[src/rtl/data_path_ctrl.sv]
// Moore controller sequencing data_path through load, iterate and finalize phases.
// Optional debug ports (dbg_state, dbg_cycles) are enabled by defining DATA_PATH_CTRL_DBG_EN.
module data_path_ctrl #(
  parameter int unsigned MAX_ITER = 1024,
  parameter int unsigned CNT_W    = 16
) (
  input  logic             clk,
  input  logic             reset,
  input  logic             start,
  input  logic [31:0]      output2,
  input  logic [31:0]      output5,
  output logic             Enable3,
  output logic             Enable6,
  output logic             Enable7,
  output logic             busy,
  output logic             done,
  output logic             timeout_err,
  output logic [CNT_W-1:0] iter_count
`ifdef DATA_PATH_CTRL_DBG_EN
  ,
  output logic [2:0]       dbg_state,
  output logic [31:0]      dbg_cycles
`endif
);

  typedef enum logic [2:0] {
    StIdle  = 3'd0,
    StCheck = 3'd1,
    StInit  = 3'd2,
    StTest  = 3'd3,
    StLoop  = 3'd4,
    StFinal = 3'd5,
    StDone  = 3'd6
  } state_e;

  localparam logic [CNT_W-1:0] MaxIter = CNT_W'(MAX_ITER);

  state_e           state_q, state_d;
  logic [CNT_W-1:0] iter_q, iter_d;
  logic             timeout_q, timeout_d;

  // Only bit 0 of output5 carries the loop-continue condition.
  logic unused_status;
  assign unused_status = ^output5[31:1];

  always_ff @(posedge clk or posedge reset) begin
    if (reset) begin
      state_q   <= StIdle;
      iter_q    <= '0;
      timeout_q <= 1'b0;
    end else begin
      state_q   <= state_d;
      iter_q    <= iter_d;
      timeout_q <= timeout_d;
    end
  end

  always_comb begin
    state_d   = state_q;
    iter_d    = iter_q;
    timeout_d = timeout_q;
    case (state_q)
      StIdle:  if (start) state_d = StCheck;
      StCheck: if (output2 != 32'd0) state_d = StInit;
      StInit: begin
        state_d   = StTest;
        iter_d    = '0;
        timeout_d = 1'b0;
      end
      StTest: begin
        if (!output5[0]) begin
          state_d = StFinal;
        end else if (iter_q < MaxIter) begin
          state_d = StLoop;
        end else begin
          // Runaway loop: abort straight to DONE without finalizing.
          state_d   = StDone;
          timeout_d = 1'b1;
        end
      end
      StLoop: begin
        state_d = StTest;
        iter_d  = iter_q + 1'b1;
      end
      StFinal: state_d = StDone;
      StDone:  state_d = StIdle;
      default: state_d = StIdle;
    endcase
  end

  assign Enable3     = (state_q == StInit);
  assign Enable6     = (state_q == StLoop);
  assign Enable7     = (state_q == StFinal);
  assign done        = (state_q == StDone);
  assign busy        = (state_q != StIdle);
  assign timeout_err = timeout_q;
  assign iter_count  = iter_q;

`ifdef DATA_PATH_CTRL_DBG_EN
  logic [31:0] dbg_cycles_q;

  always_ff @(posedge clk or posedge reset) begin
    if (reset) begin
      dbg_cycles_q <= '0;
    end else if (state_q == StInit) begin
      dbg_cycles_q <= '0;
    end else if (busy && (dbg_cycles_q != 32'hFFFF_FFFF)) begin
      dbg_cycles_q <= dbg_cycles_q + 32'd1;
    end
  end

  assign dbg_state  = state_q;
  assign dbg_cycles = dbg_cycles_q;
`endif

endmodule
[config.mk]
export PLATFORM = sky130hd
export DESIGN_NAME = data_path_ctrl
export DESIGN_NICKNAME = d
export VERILOG_FILES = /design/src/rtl/data_path_ctrl.sv
export SDC_FILE = /design/constraint.sdc
export NUM_CORES = 1
export LEC_CHECK = 0
export ABC_CLOCK_PERIOD_IN_PS = 5350
export CAP_MARGIN = 0
export CORE_UTILIZATION = 35
export CTS_CLUSTER_DIAMETER = 80
export DETAILED_ROUTE_END_ITERATION = 8
export GPL_ROUTABILITY_DRIVEN = 0
export PLACE_DENSITY = 0.95
export SETUP_SLACK_MARGIN = 0.2
export SYNTH_ARGS = -nofsm -noshare
export SYNTH_HDL_FRONTEND = slang
export SYNTH_SLANG_ARGS = --single-unit
[constraint.sdc]
create_clock -name clk -period 5.35 [get_ports clk]
set_input_delay 1.07 -clock clk [delete_from_list [all_inputs] [get_ports clk]]
set_output_delay 1.07 -clock clk [all_outputs]
set_load 0.01 [all_outputs]
==> results.md <==
* Max-slew headroom at 50.3%
* Count leader, synth: dfrtp_1
* Number of I/O port buffers at 57
* Number of synthesis warnings at 0
* Vias in the first global route at 1155
* Vias at 1105
* First-pass GRT wire length at 4.94 mm
* Synthesized instance count at 121
* Fin util at 58.1%
* Yosys top cell by area: dfrtp_1
* Final Cycle Share at 60.7%
* Syn avg cell area at 9.17 µm²
* Static leakage at 0.712 nW
* Die Ht at 58.3 µm
* Clock-pin slew on the worst setup and hold paths at 0.11 ns
* Max clock buf depth at 2
* Worst r2r src: state_q[1]$_DFFE_PP0P_
* Commonest cells in the netlist: dfrtp_1 (20), nand2_1 (18), nor2_1 (9)
* H-tree depth at 1
* Required time of the critical path at 4.28 ns
* GRT Overall Usage at 18.8%
* Final clock skew at 0.0103 ns
* Uppermost layer routed: met4
* Post-synthesis register bit count at 20
* Max Slew Vio Count at 0
* DP Wirelength at 2.29 mm
* Slew @ Worst Pin at 0.745 ns
* CTS tree: built
* Status: complete, no violations
* Cell Area, Synth at 1110 µm²
* Fmax at 308 MHz
* Total die area at 3400 µm²
* Worst Hold Class: flip-flop to flip-flop
* Total negative slack at 0 ns
* Crit path max fanout at 10
* Worst hold start: iter_count[15]$_DFFE_PP0P_
* WL met1 at 1.31 mm
* Drt total wl at 2.91 mm
* Num CTS Buffers at 3
* CORE AREA at 3030 µm²
* 1st-pass router iterations at 4
* DRC Markers at 0
* PwrDens at 285 nW/µm²
* Type of origin of the critical path: flip-flop
* Share of cells above drive strength 1 at 4.47%
* Initial antenna violation count at 0
* RSZ-0062 raised after global routing: false
* Synth cell types at 31
* Most used DFF post-synth: dfrtp_1
* Largest net degree at the start of global routing at 21
* Max-cap viol count at 0
* Die X at 58.3 µm
* Final setup viols at 0
* # clock sinks at 20
* # hold bufs at CTS at 0
* GRT overflow at 0
* Syn nets at 189
* Post-route ant nets at 0
* Peak supply drop at 166 µV
* P&R area growth vs syn at 58.4%
* CTS resizes at 0
* Routed wire per std cell at 13.0 µm
* Critical path type: flip-flop to output port
* Num ports at 89
* Row count at 20
* Initial core utilization at 36.7%
* # diodes at 0
* Share of the synthesized area in the top cell type at 45.1%
* Post-synth EDFFs at 0
* Root Driver: clkbuf_4
* Final hold slack at 0.527 ns
* Fin nets at 248
* Met3 Wirelength at 130 µm
* Post-route cell area at 1760 µm²
* Crit end category: output port
* Post-CTS Setup Repair Bufs at 0
* Ys async rst share at 100%
* Clk_lat worst skew at 0.30 ns
* Sequential fraction of the synthesis area at 45.1%
* WP data arrival at 2.18 ns
* DRT iter0 DRCs at 18
* Met2 wire len at 1.43 mm
* Worst Setup SP: state_q[1]$_DFFE_PP0P_
* Area contributors post-synth: dfrtp_1 (45%), mux2i_1 (7.2%), nand2_1 (6.1%)
* Placed Instance Area at 1710 µm²
* Final-report hold violation count at 0
* Vias per std cell at 4.96
* Worst R2R Setup Slack at 3.26 ns
* Fin crit period at 3.25 ns
-- stage by stage --
stage               std cells  power (W)  setup slack, ns
finish                    223   0.000501             2.10
CTS                       223   0.000504             2.11
detailed placement        219   0.000380             2.45
global route              223   0.000533             1.95
floorplan                 121   0.000305             3.11
global placement          219   0.000374             2.45
-- placed cells by master, fill, tap and decap left out, drive strengths merged, types with 3 or more instances in the layout --
| cell | Yosys | routed |
|---|---|---|
| clkdlybuf4s50 | 0 | 57 |
| dfrtp | 20 | 20 |
| nand2 | 18 | 18 |
| nor2 | 9 | 9 |
| inv | 8 | 8 |
| o21ai | 8 | 8 |
| mux2i | 8 | 8 |
| nor4 | 8 | 8 |
| nor3 | 5 | 5 |
| o31ai | 4 | 4 |
| nand4 | 4 | 4 |
| nand3 | 4 | 4 |
| and3 | 3 | 3 |
| clkbuf | 0 | 3 |
-- logic make-up after synthesis --
group	Yosys count	synth area share (%)
multiplexers	8	7.22
flip-flops	20	45.1
AND/OR/NAND/NOR	57	26.6
AO/OA/AOI/OAI	23	13.8
buffers and inverters	11	5.41
XOR/XNOR	1	0.789
adder cells (fa/ha/maj)	1	1.13
-- path summary, 6_finish.rpt --
kind,cells after the start,end
worst max-delay path,3,Enable6
worst min-delay path,1,iter_count[15]$_DFFE_PP0P_
worst max register to register,4,iter_count[14]$_DFFE_PP0P_
worst min register to register,1,iter_count[15]$_DFFE_PP0P_
max in group asynchronous,2,iter_count[14]$_DFFE_PP0P_
min in group asynchronous,2,state_q[2]$_DFFE_PP0P_
-- power breakdown --
part	internal [W]	switching, W	total, W
Clock	0.0000757	0.0000470	0.000123
Sequential	0.000169	0.0000308	0.000200
Combinational	0.0000911	0.0000876	0.000179
Total	0.000336	0.000165	0.000501
-- layer usage --
layer  vias to the layer above  track usage [%]
met5                         -                0
met4                         0             7.14
met3                         6             3.74
met2                        29             32.7
met1                       508             23.0
li1                        562                -
-- final cells by class --
class	instances	area, µm²
Fill cell	271	1270
Timing Repair Buffer	57	571
Multi-Input combinational cell	90	549
Sequential cell	20	500
Tap cell	44	55.1
Clock inverter	1	30.0
Inverter	8	30.0
Clock buffer	3	22.5
-- critical path: stages, from the launching register on --
cell and delay (ns):
dfrtp_1 0.50, or3b_1 0.56, inv_1 0.25, clkdlybuf4s50_1 0.58
-- sequential cells by signal, summed over array words and instances (netlist names) --
name,count
iter_count,16
state_q,3
timeout_err,1
Note: power is estimated with default switching activity, not from simulation.
==> RTL edit: new RTL, config.mk and constraints unchanged <==
`MAX_ITER`: 1024 -> 512.
--- a/src/rtl/data_path_ctrl.sv
+++ b/src/rtl/data_path_ctrl.sv
@@ -3,3 +3,3 @@
 module data_path_ctrl #(
-  parameter int unsigned MAX_ITER = 1024,
+  parameter int unsigned MAX_ITER = 512,
   parameter int unsigned CNT_W    = 16
Function: no difference found for any inputs over 10 cycles, from zero or initial values and one cycle with reset high; that may be too few to reach the edited logic, so the function may still have changed.
==> RTL edit against the original RTL <==
Clock skew is essentially flat. Worst setup slack gained 0.017 ns. Register-to-register slack gained 0.25 ns. Total power shrank 6.8%. Area after synthesis grew 3.4%. Final area grew 0.78%. Largest cell class is now multi-input gates. Sequential cell count is the same. Routed wire length shrank 3.3%.
==> RTL edit: results (changes against the original RTL) <==
status finished, final reports clean (unchanged); top cells by area, synth dfrtp_1 44%, nand2_1 5.2%, nor4_1 4.4% (was dfrtp_1 45%, mux2i_1 7.2%, nand2_1 6.1%); DR top layer met4 (unchanged); Mapped Nets 189 (unchanged); Sw Pwr 163 uW (was 165 uW); 1st-iter DRT viols 21 (was 18); met2 Usage GRT 0.332 (was 0.327); Max VDD drop 0.000147 V (was 0.000166 V); asr flop ratio synth 1.00 (unchanged); post-CTS setup buffer count 0 (unchanged); Yosys cell types 34 (was 31); Worst setup startpoint state_q[1] (unchanged); Max clock buf depth 2 (unchanged); CTS Root Cell clkbuf_4 (unchanged); YS warnings 0 (unchanged); list of most frequent post-synthesis cells 20 x dfrtp_1, 16 x nand2_1, 10 x o21ai_0 (was 20 x dfrtp_1, 18 x nand2_1, 9 x nor2_1); HPWL Detailed 2220 um (was 2290 um); Port Buffers 57 (unchanged); layout cells sized above 1 0.0511 (was 0.0447); FILL cells 264 (was 271); number of buffers created by CTS 3 (unchanged); met1 wire length 1130 um (was 1310 um); CP max FO 12 (was 10); DR vias/cell 5.30 (was 4.96); Syn Area/Cell 9.48 sq um (was 9.17 sq um); met1 Usage GRT 0.207 (was 0.230); post-synthesis sequential area ratio 0.436 (was 0.451); number of global-route vias before repair 1,148 (was 1,155); metal3 WL 185 um (was 130 um); arrival time at the worst endpoint 2.16 ns (was 2.18 ns); Worst Skew 0.0104 ns (was 0.0103 ns); post_cts resized 0 (unchanged); Routed met2 length 1450 um (was 1430 um); clk slew on worst S/H paths 0.10 ns; met3 global-route usage 0.0524 (was 0.0374); Slowest-stage cell, CP or3b_2 (was clkdlybuf4s50_1); # H-tree levels 1 (unchanged); n_diodes 0 (unchanged); first-pass GRT wire length 4860 um (was 4940 um); DP Area 1740 sq um (was 1710 sq um); fin cells 220 (was 223); DRT Pass-1 Iters 4 (unchanged); max reg flops 16 (unchanged); max incr delay on CP 0.63 ns (was 0.58 ns); Tightest Pin Transition 0.749 ns (was 0.745 ns); critical hold path startpoint timeout_err (was iter_count[15]); drt total wl 2810 um (was 2910 um); leakage 0.000756 uW (was 0.000712 uW); Tot GR Track Use 0.187 (was 0.188); Layout Nets 245 (was 248); pre-CTS WS 2.46 ns (was 2.45 ns); largest net degree at the start of global routing 21 (unchanged)
==> RTL edit: worst paths after layout <==
check / endpoint / depth (start not counted) / slack [ns]
min in group asynchronous: iter_count[5] / 2 / 1.19
worst min-delay path: timeout_err / 1 / 0.50
worst max-delay path: Enable3 / 3 / 2.12
worst max register to register: iter_count[8] / 5 / 3.51
max in group asynchronous: state_q[2] / 2 / 3.69
worst min register to register: timeout_err / 1 / 0.50
==> RTL edit: worst register-to-register path: stages, from the launching register on <==
cell and delay (ns):
dfrtp_1 0.57, or3b_2 0.63, inv_1 0.13, nor2_1 0.11, o21ai_0 0.21, o31ai_1 0.10
==> RTL edit: layout make-up <==
| type | count | area, sq um | area share |
|---|---|---|---|
| flip-flops and latches | 20 | 500 | 0.282 |
| well taps | 44 | 55.1 | 0.0311 |
| repair buffers | 57 | 571 | 0.322 |
| multi-input cells | 92 | 593 | 0.335 |
| clock buffers | 4 | 36.3 | 0.0205 |
| inverters | 3 | 16.3 | 0.00918 |
==> RTL edit: kinds of logic (layout without fill, tap and decap cells) <==
kind of cell             Yosys count  after routing  share of synthesized area
adder cells (fa/ha/maj)            1              1                     0.0109
multiplexers                       4              4                     0.0349
buffers and inverters              9             64                     0.0469
XOR/XNOR                           1              1                    0.00763
AO/OA/AOI/OAI                     29             29                      0.164
flip-flops                        20             20                      0.436
AND/OR/NAND/NOR                   57             57                      0.300
==> RTL edit: power by group through the flow <==
stage          combinational [uW]  sequential [uW]  clock, uW
3_3_place_gp                  172              204          0
4_1_cts                       177              203       90.2
2_1_floorplan                 125              184          0
5_1_grt                       195              210       95.1
3_5_place_dp                  176              206          0
6_report                      176              203       87.7
